--- src/rtl/button_command_encoder_if.sv ---
// Command-side bundle of the button encoder: decoded button vector in, command handshake and e-stop out.
// The encoder takes the master modport; the consumer/stimulus side takes the slave modport.
interface button_command_encoder_if;
    logic [10:0] buttons;
    logic        cmd_ready;
    logic        cmd_valid;
    logic [3:0]  cmd;
    logic        cmd_repeat;
    logic        estop;

    modport master (
        input  buttons,
        input  cmd_ready,
        output cmd_valid,
        output cmd,
        output cmd_repeat,
        output estop
    );

    modport slave (
        output buttons,
        output cmd_ready,
        input  cmd_valid,
        input  cmd,
        input  cmd_repeat,
        input  estop
    );
endinterface

--- src/rtl/button_command_encoder.sv ---
// Turns the Genesis pad button vector into filtered, priority-encoded robot command events.
// Optional build macro CMD_AUTOREPEAT_EN adds auto-repeat of held motion/speed keys.
//
// state | meaning
// IDLE  | no pending event; waiting for the stable command to differ from the last one sent
// ISSUE | cmd_valid high; cmd/cmd_repeat frozen until the consumer takes it
// HELD  | repeatable key accepted and still held; repeat timer running (auto-repeat builds only)
module button_command_encoder #(
    parameter int unsigned STABLE_CYCLES = 16,
    parameter int unsigned REPEAT_DELAY  = 25_000_000,
    parameter int unsigned REPEAT_PERIOD = 5_000_000
) (
    input logic                      clk,
    input logic                      reset,
    button_command_encoder_if.master bus
);
    localparam logic [3:0] CODE_NONE      = 4'd0;
    localparam logic [3:0] CODE_FWD       = 4'd1;
    localparam logic [3:0] CODE_REV       = 4'd2;
    localparam logic [3:0] CODE_LEFT      = 4'd3;
    localparam logic [3:0] CODE_RIGHT     = 4'd4;
    localparam logic [3:0] CODE_BRUSH_ON  = 4'd5;
    localparam logic [3:0] CODE_BRUSH_OFF = 4'd6;
    localparam logic [3:0] CODE_SPRAY     = 4'd7;
    localparam logic [3:0] CODE_ESTOP     = 4'd8;
    localparam logic [3:0] CODE_SPD_UP    = 4'd9;
    localparam logic [3:0] CODE_SPD_DN    = 4'd10;
    localparam logic [3:0] CODE_CAM       = 4'd11;
    localparam logic [3:0] CODE_HALT      = 4'd12;

    localparam int unsigned   CNT_W   = $clog2(STABLE_CYCLES + 1);
    localparam int unsigned   CNT_W1  = CNT_W + 1;
    localparam logic [CNT_W-1:0] CNT_SAT = CNT_W'(STABLE_CYCLES);
    localparam logic [CNT_W:0]   CNT_THR = CNT_W1'(STABLE_CYCLES);

    typedef enum logic [1:0] {
        ST_IDLE  = 2'd0,
        ST_ISSUE = 2'd1
`ifdef CMD_AUTOREPEAT_EN
        ,
        ST_HELD  = 2'd2
`endif
    } state_t;

    logic [10:0]      buttons_q;
    logic             estop_q;
    logic [3:0]       enc_code;
    logic [3:0]       prev_code;
    logic [CNT_W-1:0] stab_cnt;
    logic [CNT_W-1:0] stab_cnt_nxt;
    logic             stable_hit;
    logic [3:0]       stable_cmd;

    state_t     state, state_nxt;
    logic [3:0] cmd_q, cmd_nxt;
    logic [3:0] last_sent, last_nxt;
    logic       xfer;
    logic [3:0] sent_code;
    logic [3:0] ref_code;
    logic       ev_valid;
    logic       ev_clear;
    logic [3:0] ev_code;

`ifdef CMD_AUTOREPEAT_EN
    localparam int unsigned RPT_MAX = (REPEAT_DELAY > REPEAT_PERIOD) ? REPEAT_DELAY : REPEAT_PERIOD;
    localparam int unsigned TMR_W   = (RPT_MAX < 2) ? 1 : $clog2(RPT_MAX + 1);
    // Loads are two short because entering ISSUE and the transfer itself each take one edge.
    localparam logic [TMR_W-1:0] DELAY_LOAD  = TMR_W'((REPEAT_DELAY  >= 2) ? REPEAT_DELAY  - 2 : 0);
    localparam logic [TMR_W-1:0] PERIOD_LOAD = TMR_W'((REPEAT_PERIOD >= 2) ? REPEAT_PERIOD - 2 : 0);

    logic             rep_q, rep_nxt;
    logic [TMR_W-1:0] timer, timer_nxt;

    function automatic logic repeatable(input logic [3:0] code);
        return ((code >= CODE_FWD) && (code <= CODE_RIGHT)) ||
               (code == CODE_SPD_UP) || (code == CODE_SPD_DN);
    endfunction
`endif

    always_comb begin
        enc_code = CODE_NONE;
        if      (buttons_q[7])  enc_code = CODE_ESTOP;
        else if (buttons_q[4])  enc_code = CODE_BRUSH_ON;
        else if (buttons_q[5])  enc_code = CODE_BRUSH_OFF;
        else if (buttons_q[6])  enc_code = CODE_SPRAY;
        else if (buttons_q[8])  enc_code = CODE_SPD_UP;
        else if (buttons_q[9])  enc_code = CODE_SPD_DN;
        else if (buttons_q[10]) enc_code = CODE_CAM;
        else if (buttons_q[0])  enc_code = CODE_FWD;
        else if (buttons_q[1])  enc_code = CODE_REV;
        else if (buttons_q[2])  enc_code = CODE_LEFT;
        else if (buttons_q[3])  enc_code = CODE_RIGHT;
    end

    // stab_cnt_nxt + 1 is the number of cycles the current code has been present.
    always_comb begin
        stab_cnt_nxt = '0;
        if (enc_code == prev_code) begin
            if (stab_cnt == CNT_SAT) stab_cnt_nxt = stab_cnt;
            else                     stab_cnt_nxt = stab_cnt + 1'b1;
        end
        stable_hit = (({1'b0, stab_cnt_nxt} + 1'b1) >= CNT_THR);
    end

    always_ff @(posedge clk) begin
        if (reset) begin
            buttons_q  <= '0;
            estop_q    <= 1'b0;
            prev_code  <= CODE_NONE;
            stab_cnt   <= '0;
            stable_cmd <= CODE_NONE;
        end else begin
            buttons_q <= bus.buttons;
            estop_q   <= buttons_q[7];
            prev_code <= enc_code;
            stab_cnt  <= stab_cnt_nxt;
            if (stable_hit) stable_cmd <= enc_code;
        end
    end

    // On a transfer the evaluator compares against what is about to be recorded, so a
    // change coalesced during ISSUE can be re-issued without an idle cycle.
    always_comb begin
        xfer      = (state == ST_ISSUE) && bus.cmd_ready;
        sent_code = (cmd_q == CODE_HALT) ? CODE_NONE : cmd_q;
        ref_code  = xfer ? sent_code : last_sent;
        ev_valid  = 1'b0;
        ev_clear  = 1'b0;
        ev_code   = CODE_NONE;
        if (stable_cmd != ref_code) begin
            if (stable_cmd != CODE_NONE) begin
                ev_valid = 1'b1;
                ev_code  = stable_cmd;
            end else if ((ref_code >= CODE_FWD) && (ref_code <= CODE_RIGHT)) begin
                ev_valid = 1'b1;
                ev_code  = CODE_HALT;
            end else begin
                ev_clear = 1'b1;
            end
        end
    end

    always_comb begin
        state_nxt = state;
        cmd_nxt   = cmd_q;
        last_nxt  = last_sent;
`ifdef CMD_AUTOREPEAT_EN
        rep_nxt   = rep_q;
        timer_nxt = (timer != '0) ? timer - 1'b1 : timer;
`endif
        unique case (state)
            ST_IDLE: begin
                if (ev_valid) begin
                    state_nxt = ST_ISSUE;
                    cmd_nxt   = ev_code;
`ifdef CMD_AUTOREPEAT_EN
                    rep_nxt   = 1'b0;
`endif
                end else if (ev_clear) begin
                    last_nxt = CODE_NONE;
                end
            end
            ST_ISSUE: begin
                if (xfer) begin
                    last_nxt = sent_code;
                    if (ev_valid) begin
                        cmd_nxt = ev_code;
`ifdef CMD_AUTOREPEAT_EN
                        rep_nxt = 1'b0;
`endif
                    end else if (ev_clear) begin
                        last_nxt  = CODE_NONE;
                        state_nxt = ST_IDLE;
`ifdef CMD_AUTOREPEAT_EN
                    end else if (repeatable(cmd_q)) begin
                        state_nxt = ST_HELD;
                        timer_nxt = rep_q ? PERIOD_LOAD : DELAY_LOAD;
`endif
                    end else begin
                        state_nxt = ST_IDLE;
                    end
                end
            end
`ifdef CMD_AUTOREPEAT_EN
            ST_HELD: begin
                if (ev_valid) begin
                    state_nxt = ST_ISSUE;
                    cmd_nxt   = ev_code;
                    rep_nxt   = 1'b0;
                end else if (ev_clear) begin
                    last_nxt  = CODE_NONE;
                    state_nxt = ST_IDLE;
                end else if (timer == '0) begin
                    state_nxt = ST_ISSUE;
                    cmd_nxt   = last_sent;
                    rep_nxt   = 1'b1;
                end
            end
`endif
            default: state_nxt = ST_IDLE;
        endcase
    end

    always_ff @(posedge clk) begin
        if (reset) begin
            state     <= ST_IDLE;
            cmd_q     <= CODE_NONE;
            last_sent <= CODE_NONE;
`ifdef CMD_AUTOREPEAT_EN
            rep_q     <= 1'b0;
            timer     <= '0;
`endif
        end else begin
            state     <= state_nxt;
            cmd_q     <= cmd_nxt;
            last_sent <= last_nxt;
`ifdef CMD_AUTOREPEAT_EN
            rep_q     <= rep_nxt;
            timer     <= timer_nxt;
`endif
        end
    end

    assign bus.cmd_valid = (state == ST_ISSUE);
    assign bus.cmd       = cmd_q;
    assign bus.estop     = estop_q;
`ifdef CMD_AUTOREPEAT_EN
    assign bus.cmd_repeat = rep_q;
`else
    assign bus.cmd_repeat = 1'b0;
`endif
endmodule

--- src/flat_wrapper.sv ---
// flat-port wrapper written by rule: the top's interface ports become plain ports
module button_command_encoder_flat 
#(
    parameter int unsigned STABLE_CYCLES = 16,
    parameter int unsigned REPEAT_DELAY  = 25_000_000,
    parameter int unsigned REPEAT_PERIOD = 5_000_000
)
  (clk, reset, bus_buttons, bus_cmd_ready, bus_cmd_valid, bus_cmd, bus_cmd_repeat, bus_estop);
  button_command_encoder_if bus_i ();
  input logic clk;
  input logic reset;
  input wire logic [$bits(bus_i.buttons)-1:0] bus_buttons;
  input wire logic [$bits(bus_i.cmd_ready)-1:0] bus_cmd_ready;
  output wire logic [$bits(bus_i.cmd_valid)-1:0] bus_cmd_valid;
  output wire logic [$bits(bus_i.cmd)-1:0] bus_cmd;
  output wire logic [$bits(bus_i.cmd_repeat)-1:0] bus_cmd_repeat;
  output wire logic [$bits(bus_i.estop)-1:0] bus_estop;
  assign bus_i.buttons = bus_buttons;
  assign bus_i.cmd_ready = bus_cmd_ready;
  assign bus_cmd_valid = bus_i.cmd_valid;
  assign bus_cmd = bus_i.cmd;
  assign bus_cmd_repeat = bus_i.cmd_repeat;
  assign bus_estop = bus_i.estop;
  button_command_encoder #(.STABLE_CYCLES(STABLE_CYCLES), .REPEAT_DELAY(REPEAT_DELAY), .REPEAT_PERIOD(REPEAT_PERIOD)) u_core (.clk(clk), .reset(reset), .bus(bus_i));
endmodule
--- config.mk ---
export PLATFORM = sky130hd
export DESIGN_NAME = button_command_encoder_flat
export DESIGN_NICKNAME = d
export VERILOG_FILES = /design/src/rtl/button_command_encoder_if.sv /design/src/rtl/button_command_encoder.sv /design/src/flat_wrapper.sv
export SDC_FILE = /design/constraint.sdc
export NUM_CORES = 1
export LEC_CHECK = 0
export ABC_AREA = 0
export ABC_CLOCK_PERIOD_IN_PS = 2180
export CAP_MARGIN = 20
export CELL_PAD_IN_SITES_DETAIL_PLACEMENT = 1
export CELL_PAD_IN_SITES_GLOBAL_PLACEMENT = 1
export CORE_UTILIZATION = 25
export DETAILED_ROUTE_END_ITERATION = 7
export PLACE_DENSITY_LB_ADDON = 0.1
export SLEW_MARGIN = 20
export SYNTH_ARGS = -nofsm -noshare
export SYNTH_HDL_FRONTEND = slang
export SYNTH_SLANG_ARGS = --single-unit
--- constraint.sdc ---
create_clock -name clk -period 2.18 [get_ports clk]
set_input_delay 0.218 -clock clk [delete_from_list [all_inputs] [get_ports clk]]
set_output_delay 0.218 -clock clk [all_outputs]
set_load 0.02 [all_outputs]
* Yosys cells after proc, flatten, opt, wreduce, memory -nomap -nowiden
Index checks and enable logic that the tools add are counted.
Storage, ports and cells: memories kept 0, bits in registers 35, RAM bits 0, bits of input ports 14, logic and storage cells 68, latch bits 0, memory bits (read-only) 0
Cells by class: reduce and logical (&&, ||, !) cells 8, mux-type cells 37, bitwise gates (word level) 0, multiply operators 0, add/sub/neg operators 2, divide/modulo/power cells 0, eq/ne operators 10, magnitude comparators 3, shift operators 0
Operators by type and width (number):
- $mux 4 | 22
- $pmux 4 s2 | 2
- $mux 5 | 2
- $add 5x1->6 const B | 1
- $ge 6x5->1 const B | 1
- $mux 1 | 6
- $mux 2 | 3
- $ne 2x1->1 const B | 3
- $add 5x1->5 const B | 1
- $eq 5x5->1 const B | 1
- $eq 4x4->1 | 1
- $eq 4x4->1 const B | 1
- $ge 4x1->1 const B | 1
- $le 4x3->1 const B | 1
- $ne 2x2->1 const B | 2
- $ne 4x4->1 | 1
- $pmux 2 s2 | 1
- $reduce_and 4->1 | 1
- $reduce_bool 4->1 | 1
- $mux 3 | 1
- $reduce_and 3->1 | 1
- $eq 2x1->1 const B | 1
- $logic_and 1x1->1 | 2
- $logic_not 2->1 | 1
- 2 further kinds | 2

* Logic depth before layout (Yosys ltp)
Gate-level depths: netlist (run 1).
depth in word-level cells 15, gate-level depth with buffers 8

* Worst setup path after synthesis (run 1)
Ideal clock, no wire load.
path kind reg2reg, start point register u_core.state[0], end point register u_core.last_sent[0], slack -0.314 ns, data arrival time 2.433 ns, buffers on the path 0, clock period less this slack 2.494 ns, cell stages (with the launch flop) 9, required time 2.120 ns, cells stage by stage dfxtp_1 -> nand2_1 -> and3_1 -> a221o_1 -> a31oi_2 -> ha_1 -> nor2_1 -> a311oi_1 -> a22o_1
Between the ends: word-level cells in the longest chain between the ends 12
RTL lines:
- from (decl) | RTL line button_command_encoder.sv:54 | state_t state, state_nxt;
- from (signal assigned) | RTL line button_command_encoder.sv:214 | state <= state_nxt;
- $eq 2x1->1 | RTL line button_command_encoder.sv:124, button_command_encoder.sv:151
- $logic_and 1x1->1 | RTL line button_command_encoder.sv:124 | xfer = (state == ST_ISSUE) && bus.cmd_ready;
- $mux 4 | RTL line button_command_encoder.sv:126 | ref_code = xfer ? sent_code : last_sent;
- $ge 4x1->1 or $le 4x3->1 (tied branches) | RTL line button_command_encoder.sv:134 | end else if ((ref_code >= CODE_FWD) && (ref_code <= CODE_RIGHT)) begin
- $logic_and 1x1->1 | RTL line button_command_encoder.sv:134
- $mux 1 | RTL line button_command_encoder.sv:134
- $mux 1 | RTL line button_command_encoder.sv:131 | if (stable_cmd != CODE_NONE) begin
- $mux 1 | RTL line button_command_encoder.sv:130 | if (stable_cmd != ref_code) begin
- $mux 4 | RTL line button_command_encoder.sv:171 | end else if (ev_clear) begin
- $mux 4 | RTL line button_command_encoder.sv:166 | if (ev_valid) begin
- $mux 4 | RTL line button_command_encoder.sv:164 | if (xfer) begin
- $pmux 4 s2 | RTL line button_command_encoder.sv:151 | unique case (state)
- to (signal assigned) | RTL line button_command_encoder.sv:216 | last_sent <= last_nxt;
- to (decl) | RTL line button_command_encoder.sv:56 | logic [3:0] last_sent, last_nxt;
Parallel ways exist; a longest one is shown, timed or not. The select of a mux whose other input is x is not followed. A chain may end at the register's enable or synchronous reset.

* Final worst setup path (run 1)
start point register u_core.cmd_q[1] (netlist: u_core.bus.cmd[1]), end point register u_core.last_sent[0]
Between the ends: word-level cells in the longest chain between the ends 12
RTL lines:
- from (decl) | RTL line button_command_encoder.sv:55 | logic [3:0] cmd_q, cmd_nxt;
- from (signal assigned) | RTL line button_command_encoder.sv:215 | cmd_q <= cmd_nxt;
- $eq 4x4->1 | RTL line button_command_encoder.sv:125 | sent_code = (cmd_q == CODE_HALT) ? CODE_NONE : cmd_q;
- $mux 4 (*) | RTL line button_command_encoder.sv:125
- $mux 4 | RTL line button_command_encoder.sv:126
- $ge 4x1->1 or $le 4x3->1 (tied branches) | RTL line button_command_encoder.sv:134
- $logic_and 1x1->1 | RTL line button_command_encoder.sv:134
- $mux 1 | RTL line button_command_encoder.sv:134
- $mux 1 | RTL line button_command_encoder.sv:131
- $mux 1 | RTL line button_command_encoder.sv:130
- $mux 4 | RTL line button_command_encoder.sv:171
- $mux 4 | RTL line button_command_encoder.sv:166
- $mux 4 | RTL line button_command_encoder.sv:164
- $pmux 4 s2 | RTL line button_command_encoder.sv:151
Every way passes the cells marked *; elsewhere a longest branch is shown, timed or not. The select of a mux whose other input is x is not followed.

==> results of run 1 <==
report_power, final:
part | leakage (nW) | internal (mW) | switching, mW
registers | 0.282 | 0.639 | 0.0182
clock network | 0.0472 | 0.254 | 0.233
logic | 0.548 | 0.0920 | 0.0841
total | 0.877 | 0.985 | 0.336
timing repair:
action	4_1_cts	5_1_grt
cloned	0	0
pin swaps	12	9
setup buffers	5	1
gates resized for setup	22	6
setup endpoints to repair	8	15
state kept, by name (all words and copies together), names as in the netlist:
| name | count |
|---|---|
| u_core.prev_code | 4 |
| u_core.bus.cmd | 4 |
| u_core.state | 1 |
| u_core.stable_cmd | 4 |
| u_core.buttons_q | 11 |
| u_core.bus.estop | 1 |
| u_core.stab_cnt | 5 |
| u_core.last_sent | 4 |
layer usage:
| layer | global-route usage | vias up | share of wire |
|---|---|---|---|
| met3 | 0.03667 | 9 | 0.024 |
| met1 | 0.1796 | 653 | 0.45 |
| met5 | 0 | - | 0 |
| met2 | 0.2339 | 17 | 0.50 |
| met4 | 0.05965 | 0 | 0.021 |
| li1 | - | 682 | - |
stage by stage:
step	cell area (um2)	setup slack [ps]	total power [mW]
floorplan	1619	0.4308	0.7581
finish	2300	-1.951	1.321
CTS	2265	-66.47	1.338
global placement	2049	-200.6	0.8216
global route	2300	-123.2	1.394
detailed placement	2049	-307.5	0.8264
final cells by class:
class | count | area (um2) | area share
clock inverter | 2 | 12.51 | 0.005441
multi-input combinational | 119 | 977.2 | 0.4249
sequential | 34 | 695.7 | 0.3025
timing repair buffer | 47 | 400.4 | 0.1741
inverter | 10 | 37.54 | 0.01632
tap | 75 | 93.84 | 0.04081
clock buffer | 6 | 82.58 | 0.03591
cells by family after synthesis:
family,count (synthesis),synth area share
DFF,34,0.4277
and+or+nand+nor,67,0.2453
AOI/OAI and AO/OA,31,0.1643
adders and majority gates,3,0.02359
muxes,6,0.04088
buffers and inverters,14,0.03538
xor gates and xnor gates,11,0.06053
other,1,0.002356
final timing paths:
path                                       endpoint  slack (ps)  cells past startpoint
worst min-delay path            u_core.buttons_q[4]         480                      2
worst max-delay path            u_core.last_sent[0]          -2                      9
worst max register to register  u_core.last_sent[0]          -2                      9
worst min register to register  u_core.last_sent[3]         560                      1
placed cells by master (no fill, tap or decap), types with 4 or more instances in the layout:
cell type,count
xnor2_1,4
nor3_1,7
a21oi_1,4
nor2_1,14
nor2_2,5
inv_1,10
xor2_1,7
nand2b_1,4
clkdlybuf4s50_1,19
clkbuf_8,6
nor2b_1,15
buf_4,28
dfxtp_1,28
==> results.tsv, run 1 <==
stage	metric	value	unit
status	outcome	finished with violations	
status	failing checks	setup timing	
setup_path	arrival time of the worst setup path	2410	ps
setup_path	buffers and inverters on the worst path	1	
cells_and_area	fill count	698	
synthesis	Yosys reg bits	34	
sta	Worst slew margin	0.6509	
clock_network	TritonCTS buffer count	5	
cells_and_area	fin util	0.3816	
global_routing	largest net degree at the start of global routing	16	
clock_network	htree depth	2	
floorplan	core region area	6026	um2
global_routing	initial antenna violation count	0	
synthesis	register area share after synthesis	0.4277	
sta	crit path time final	2182	ps
floorplan	Initial Util	0.2641	
setup_path	Worst path max stage delay	410	ps
clock_network	clk_lat worst skew	290	ps
synthesis	area leader, netlist	dfxtp_1	
synthesis	most common cell in the synthesized netlist	dfxtp_1	
setup_path	Worst Path Class, Setup	reg2reg	
setup_path	Req. time, crit path	2410	ps
setup_path	CP Cell Sequence	or3b_4 > a22oi_2 > xor2_1 > buf_4 > a31oi_4 > ha_4 > nor2_2 > a311oi_4 > a22o_1	
drt	DRC errors left	0	
placement	Inst Count DP	279	
drt	via count	1361	
setup_path	slowest cell on the critical path	or3b_4	
setup_path	crit path capture type	register	
drt	wire per inst	14.55	um
synthesis	Netlist Area Pre-Place	1592	um2
sta	worst hold margin	479.9	ps
drt	drt first pass iters	4	
synthesis	Area contributors post-synth	dfxtp_1 43%, nor2b_1 5.9%, nor2_1 4.7%	
setup_path	Worst setup startpoint	u_core.bus.cmd[1]	
synthesis	Net Count, Synth	184	
drt	initial detailed-routing violation count	45	
clock_network	clock root cell	clkbuf_8	
sta	Max Fclk	0.4583	GHz
hold_path	hold wc startpoint	bus_buttons[4]	
sta	Worst Clk Skew	7.891	ps
cells_and_area	Final nets	234	
clock_network	Worst-path clk slew	80	ps
cells_and_area	Synth-to-Final Area Change	44.50	%
power_and_ir_drop	power density over the cells	574.2	nW/um2
synthesis	EDFF count, synth	0	
floorplan	num rows	28	
setup_path	CP max FO	5	
global_routing	vias in the first global route	1411	
cells_and_area	share of layout cells above drive strength 1	0.3303	
placement	DP Wirelength	3179	um
cells_and_area	Final Instance Count excl. Fillers	293	
sta	Slew Limit Fails	0	
setup_path	r2r startpoint	u_core.bus.cmd[1]	
setup_path	Setup crit start kind	register	
sta	measured slew at the worst slew-check pin	516.4	ps
synthesis	mean post-synth cell area	9.530	um2
sta	PnR worst setup slack	-1.951	ps
synthesis	Post-synth top flop	dfxtp_1	
synthesis	Yosys top cell area share	0.4277	
synthesis	Mapped Cells	167	
cells_and_area	Antenna Cells	0	
floorplan	Die Ht	81.79	um
clock_network	CTS tree	built	
drt	Routed WL	4262	um
drt	Vias/cell	4.645	
floorplan	IO Count	21	
clock_network	clock buffer depth	2	
power_and_ir_drop	Leak	0.8769	nW
drt	DRT antenna net count	0	
floorplan	Die Area	6689	um2
synthesis	count of cell types in the netlist	49	
placement	Port Buf Inserts	19	
clock_network	hold bufs inserted after CTS	0	
sta	RSZ-0062 raised after global routing	yes	
hold_path	HP Class	in2reg	
power_and_ir_drop	VDD IR-drop max	0.0002212	V
global_routing	first-pass GRT wire length	7003	um
sta	final worst-path cycle share	1.001	
sta	TNS Setup	-1.951	ps
placement	GP Congestion	0.8761	
setup_path	Crit path max-delay family	compound AO/OA/AOI/OAI gates	
synthesis	top cells by count, synth	34 x dfxtp_1, 20 x nor2_1, 15 x nor2b_1	
sta	final setup violation count	1	
synthesis	warnings from Yosys	0	
job	max cap viols	0	
clock_network	# clock sinks	34	
synthesis	asr flop ratio synth	0	
sta	Hold Vio Cnt, Final	0	
global_routing	Congestion Overflow GR	0	
floorplan	Die X	81.79	um
global_routing	gr usage total	0.1439	
(Power assumes the default switching activity.)
==> inputs of run 2 (changes only) <==
- PLACE_DENSITY: unset -> 0.59
- PLACE_DENSITY_LB_ADDON: 0.1 -> unset
==> run 2 against run 1 <==
Against the previous run: the run now ends clean; clock power increased by 1%; sequential power about the same; power decreased by 0.41%; die area unchanged; core utilization decreased by 0.37 points; final cell count decreased by 2.4%; clock skew increased by 2.9 ps; flip-flop and latch count unchanged; hold slack got worse by 13 ps; count of clock-buffer cells in the layout unchanged; maximum frequency increased by 1.8%; critical endpoint is now u_core.last_sent[3].
==> results.tsv, run 2 (same netlist as run 1, synthesis figures left out) <==
stage	metric	value	unit
clock_network	# clock sinks	34	
floorplan	core region area	6026	um2
setup_path	register-to-register setup slack	40	ps
placement	Port Buf Inserts	19	
clock_network	htree depth	2	
sta	Hold Vio Cnt, Final	0	
drt	initial detailed-routing violation count	38	
placement	GP Congestion	0.8347	
floorplan	Die Area	6689	um2
setup_path	CP max FO	4	
sta	final setup violation count	0	
setup_path	slowest cell on the critical path	or3b_4	
status	outcome	finished clean	
setup_path	CP Cell Sequence	or3b_4 > a22oi_2 > xor2_2 > a31oi_4 > ha_4 > a2111oi_4 > a32o_1	
clock_network	Worst-path clk slew	80	ps
cells_and_area	most common library cell in the layout ignoring fill and taps	dfxtp_1	
hold_path	HP Class	in2reg	
sta	final worst-path cycle share	0.9835	
setup_path	Worst R2R Path Depth	7	
clock_network	CTS tree	built	
setup_path	r2r startpoint	u_core.bus.cmd[0]	
global_routing	vias in the first global route	1317	
floorplan	num rows	28	
sta	RSZ-0062 raised after global routing	yes	
setup_path	arrival time of the worst setup path	2380	ps
setup_path	Crit path max-delay family	compound AO/OA/AOI/OAI gates	
global_routing	Congestion Overflow GR	0	
sta	Worst Clk Skew	10.78	ps
power_and_ir_drop	VDD IR-drop max	0.0003165	V
setup_path	Worst path max stage delay	410	ps
clock_network	hold bufs inserted after CTS	0	
sta	TNS Setup	0	ps
drt	Routed WL	3900	um
power_and_ir_drop	Leak	0.8689	nW
setup_path	Setup crit start kind	register	
drt	via count	1327	
placement	Inst Count DP	276	
clock_network	clock buffer depth	2	
placement	DP Wirelength	2750	um
cells_and_area	Synth-to-Final Area Change	43.08	%
global_routing	largest net degree at the start of global routing	27	
floorplan	Die X	81.79	um
setup_path	capture point of the worst reg-to-reg path	u_core.last_sent[3]	
job	max cap viols	0	
cells_and_area	Biggest register	u_core.buttons_q	
power_and_ir_drop	power density over the cells	577.5	nW/um2
sta	Worst slew margin	0.6650	
setup_path	Req. time, crit path	2410	ps
setup_path	Worst Setup EP	u_core.last_sent[3]	
cells_and_area	Final nets	227	
drt	Vias/cell	4.640	
setup_path	Stages on worst setup path	7	
sta	crit path time final	2144	ps
clock_network	clock root cell	clkbuf_8	
cells_and_area	fill count	708	
cells_and_area	commonest non-fill, non-tap cells in the layout	26 x dfxtp_1, 20 x buf_4, 18 x clkdlybuf4s50_1	
clock_network	clk_lat worst skew	290	ps
global_routing	initial antenna violation count	0	
sta	Slew Limit Fails	0	
power_and_ir_drop	Tot Pwr	1.315	mW
cells_and_area	fin util	0.3779	
global_routing	first-pass GRT wire length	6410	um
drt	wire per inst	13.64	um
cells_and_area	number of flip-flops in the largest register	11	
setup_path	Worst setup startpoint	u_core.bus.cmd[0]	
floorplan	Initial Util	0.2641	
floorplan	IO Count	21	
global_routing	gr usage total	0.1297	
drt	DRT antenna net count	0	
sta	measured slew at the worst slew-check pin	495.6	ps
drt	DRC errors left	0	
clock_network	TritonCTS buffer count	5	
drt	drt first pass iters	4	
setup_path	buffers and inverters on the worst path	0	
cells_and_area	Final Instance Count excl. Fillers	286	
cells_and_area	share of layout cells above drive strength 1	0.3270	
sta	Max Fclk	0.4664	GHz
cells_and_area	biggest regs	u_core.buttons_q x11, u_core.stab_cnt x5	
setup_path	crit path capture type	register	
floorplan	Die Ht	81.79	um
setup_path	Worst Path Class, Setup	reg2reg	
cells_and_area	Antenna Cells	0	
-- run 2: area by class of cell --
cell class | instances | area (um2) | share of cell area
Clock inverter | 2 | 11.26 | 0.004945
Sequential cell | 34 | 698.2 | 0.3066
Clock buffer | 6 | 82.58 | 0.03626
Timing Repair Buffer | 40 | 354.1 | 0.1555
Multi-Input combinational cell | 119 | 999.7 | 0.4390
Inverter | 10 | 37.54 | 0.01648
Tap cell | 75 | 93.84 | 0.04121
-- run 2: stage by stage --
step | setup WS [ps] | cell area, um2 | hold WS, ps
global route | -63.44 | 2277 | 465.8
CTS | -58.68 | 2176 | 465.4
detailed placement | -316.2 | 2027 | 488.1
global placement | -229.2 | 2027 | 492.8
floorplan | 0.4308 | 1619 | 346.2
finish | 35.92 | 2277 | 466.6
-- run 2: where the power goes --
group	switching (mW)	internal [mW]	total (mW)
Clock	0.237	0.255	0.492
Sequential	0.0189	0.639	0.658
Combinational	0.0803	0.0845	0.165
-- run 2: routing by layer --
layer  vias to the layer above  routed length, um  global-route usage
met4                         0                 76             0.05789
met3                         7                107             0.03333
met1                       634               1951              0.1703
li1                        666                  -                   -
met2                        20               1765              0.1983
met5                         -                  0                   0
-- run 2: worst reg2reg max path, delay by kind of cell, from the launching register on --
family,cells,cell delay (ps)
XOR/XNOR,1,230
AO/OA/AOI/OAI,4,880
adder cells (fa/ha/maj),1,210
AND/OR/NAND/NOR,1,410
flip-flops,1,360
-- run 2: repair_timing --
item,CTS,global route
endpoints found under the setup margin,8,11
endpoints found under the hold margin,0,0
buffers inserted,1,1
gates resized for setup,12,24
pin swaps,5,14
-- run 2: worst min-delay path by stage --
stage	from	endpoint	slack [ps]	cells after the start
6_report	bus_buttons[2]	u_core.buttons_q[2]	470	2
5_1_grt	bus_buttons[0]	u_core.buttons_q[0]	470	2
4_1_cts	bus_buttons[0]	u_core.buttons_q[0]	470	2
3_5_place_dp	u_core.last_sent[3]	u_core.last_sent[3]	490	1
3_3_place_gp	u_core.last_sent[3]	u_core.last_sent[3]	490	1
2_1_floorplan	bus_buttons[0]	u_core.buttons_q[0]	350	1
==> inputs of run 3 (changes only) <==
- PLACE_DENSITY: 0.59 -> 0.53
==> run 3 against run 2 <==
Against the previous run: non-clock buffer count increased by 3; first-iteration DRC count rose by 21%; via count rose by 0.30%; power rose by 17%; count of clock-buffer cells in the layout is 1 lower; sequential share of layout area shrank 0.50 points; cell area up 0.55%; die area did not move; sequential power about the same; wire length increased by 5.6%; maximum frequency down 0.28%; critical path type unchanged; largest power group is now the clock network; highest routed layer unchanged.
==> results.tsv, run 3 (same netlist as run 1, synthesis figures left out) <==
stage	metric	value	unit
cells_and_area	commonest non-fill, non-tap cells in the layout	28 x dfxtp_1, 24 x buf_4, 19 x clkdlybuf4s50_1	
floorplan	IO Count	21	
setup_path	capture point of the worst reg-to-reg path	u_core.stable_cmd[1]	
drt	Routed WL	4118	um
cells_and_area	fill count	709	
drt	DRC errors left	0	
drt	drt first pass iters	4	
clock_network	clock root cell	clkbuf_8	
hold_path	hold wc startpoint	bus_buttons[4]	
placement	DP Wirelength	3163	um
setup_path	register-to-register setup slack	30	ps
floorplan	Initial Util	0.2641	
placement	GP Congestion	0.8013	
drt	WL met3	89	um
drt	initial detailed-routing violation count	46	
cells_and_area	Final nets	230	
cells_and_area	share of layout cells above drive strength 1	0.3037	
global_routing	first-pass GRT wire length	6589	um
setup_path	CP max FO	4	
clock_network	clock buffer depth	2	
global_routing	vias in the first global route	1369	
placement	Port Buf Inserts	19	
clock_network	Worst-path clk slew	80	ps
clock_network	CTS tree	built	
sta	final setup violation count	0	
power_and_ir_drop	VDD IR-drop max	0.0003748	V
power_and_ir_drop	power density over the cells	671.4	nW/um2
clock_network	htree depth	2	
cells_and_area	sequential cell area	690.7	um2
setup_path	crit path capture type	register	
sta	Slew Limit Fails	0	
cells_and_area	biggest regs	u_core.buttons_q x11, u_core.stab_cnt x5	
drt	met2 wire len	1970	um
floorplan	core region area	6026	um2
setup_path	Setup crit start kind	register	
cells_and_area	Antenna Cells	0	
sta	TNS Setup	0	ps
status	outcome	finished clean	
clock_network	TritonCTS buffer count	5	
drt	Vias/cell	4.606	
floorplan	Die Area	6689	um2
job	max cap viols	0	
hold_path	hold path endpoint	u_core.buttons_q[4]	
sta	Hold Vio Cnt, Final	0	
sta	Max Fclk	0.4651	GHz
drt	met1 wire length	2006	um
drt	wire per inst	14.25	um
cells_and_area	most common library cell in the layout ignoring fill and taps	dfxtp_1	
drt	DR top layer	met4	
global_routing	gr usage total	0.1343	
sta	final worst-path cycle share	0.9863	
floorplan	Die X	81.79	um
hold_path	worst hold stages	2	
floorplan	num rows	28	
clock_network	# clock sinks	34	
setup_path	Worst Path Class, Setup	reg2reg	
cells_and_area	number of flip-flops in the largest register	11	
clock_network	clk_lat worst skew	290	ps
setup_path	r2r startpoint	u_core.buttons_q[4]	
setup_path	Worst R2R Path Depth	7	
cells_and_area	multi-input logic area	959.7	um2
sta	RSZ-0062 raised after global routing	yes	
power_and_ir_drop	Leak	0.8757	nW
floorplan	Die Ht	81.79	um
clock_network	hold bufs inserted after CTS	0	
sta	crit path time final	2150	ps
drt	DRT antenna net count	0	
power_and_ir_drop	Tot Pwr	1.537	mW
hold_path	HP Class	in2reg	
global_routing	Congestion Overflow GR	0	
cells_and_area	Biggest register	u_core.buttons_q	
drt	via count	1331	
setup_path	Req. time, crit path	2350	ps
cells_and_area	Synth-to-Final Area Change	43.87	%
global_routing	initial antenna violation count	0	
global_routing	largest net degree at the start of global routing	16	
setup_path	arrival time of the worst setup path	2320	ps
sta	Worst Clk Skew	3.458	ps
## run 3: cell types whose count changed in the layout (fill, tap and decap cells not counted), sizes merged
cell / previous run / this run
buf: 21 / 24
bufinv: 0 / 2
clkbuf: 6 / 5
clkdlybuf4s50: 18 / 19
dlymetal6s2s: 1 / 0
inv: 11 / 10
## run 3: routing by layer
metal  up-vias  global-route usage
li1        680                   -
met1       632              0.1694
met2        14              0.2207
met3         5             0.02667
met4         0             0.05789
met5         -                   0
## run 3: worst max path at each step
stage | cells after the start | slack [ps] | endpoint | from
final | 7 | 30 | u_core.stable_cmd[1] | u_core.buttons_q[4]
after global routing | 7 | -50 | u_core.stable_cmd[1] | u_core.buttons_q[4]
after CTS | 6 | -20 | u_core.stab_cnt[2] | u_core.buttons_q[4]
after detailed placement | 9 | -320 | u_core.last_sent[0] | bus_cmd_ready
after global placement | 9 | -170 | u_core.last_sent[2] | bus_cmd_ready
after floorplan | 7 | 0.4 | u_core.last_sent[3] | u_core.bus.cmd[0]
## run 3: what timing repair did
action	in CTS	in global routing
setup endpoints to repair	12	13
resized for setup	9	12
pin swaps	9	7
buffers inserted	2	1
## run 3: stage by stage
| stage | setup WS, ps | utilization | area [um2] | hold slack, ps | std cells |
|---|---|---|---|---|---|
| 2_1_floorplan | 0.4308 | - | 1619 | 346.2 | 167 |
| 3_3_place_gp | -171.1 | 0.3389 | 2042 | 510.2 | 278 |
| 3_5_place_dp | -316.6 | 0.3389 | 2042 | 497.9 | 278 |
| 4_1_cts | -18.73 | 0.3711 | 2236 | 475.1 | 288 |
| 5_1_grt | -47.88 | 0.3800 | 2290 | 478.0 | 289 |
| 6_report | 29.80 | 0.3800 | 2290 | 475.4 | 289 |
## run 3: area by class of cell
cell class                      instances  share of cell area
Clock buffer                            5             0.03005
Clock inverter                          3             0.03005
Inverter                               10             0.01639
Multi-Input combinational cell        119              0.4191
Sequential cell                        34              0.3016
Tap cell                               75             0.04098
Timing Repair Buffer                   43              0.1617
## run 3: power breakdown
part           leakage (nW)  switching, mW  internal, mW
clock                0.0683          0.245         0.458
combinational         0.526         0.0849        0.0901
sequential            0.281         0.0179         0.641
total                 0.876          0.348          1.19
## run 3: critical path, cell delays in order, from the launching register on
cell and delay [ps]:
dfxtp_2 320, or3_4 390, or4b_4 540, o21ai_4 90, a21oi_4 80, nor4_4 120
buf_4 190, mux2_4 300
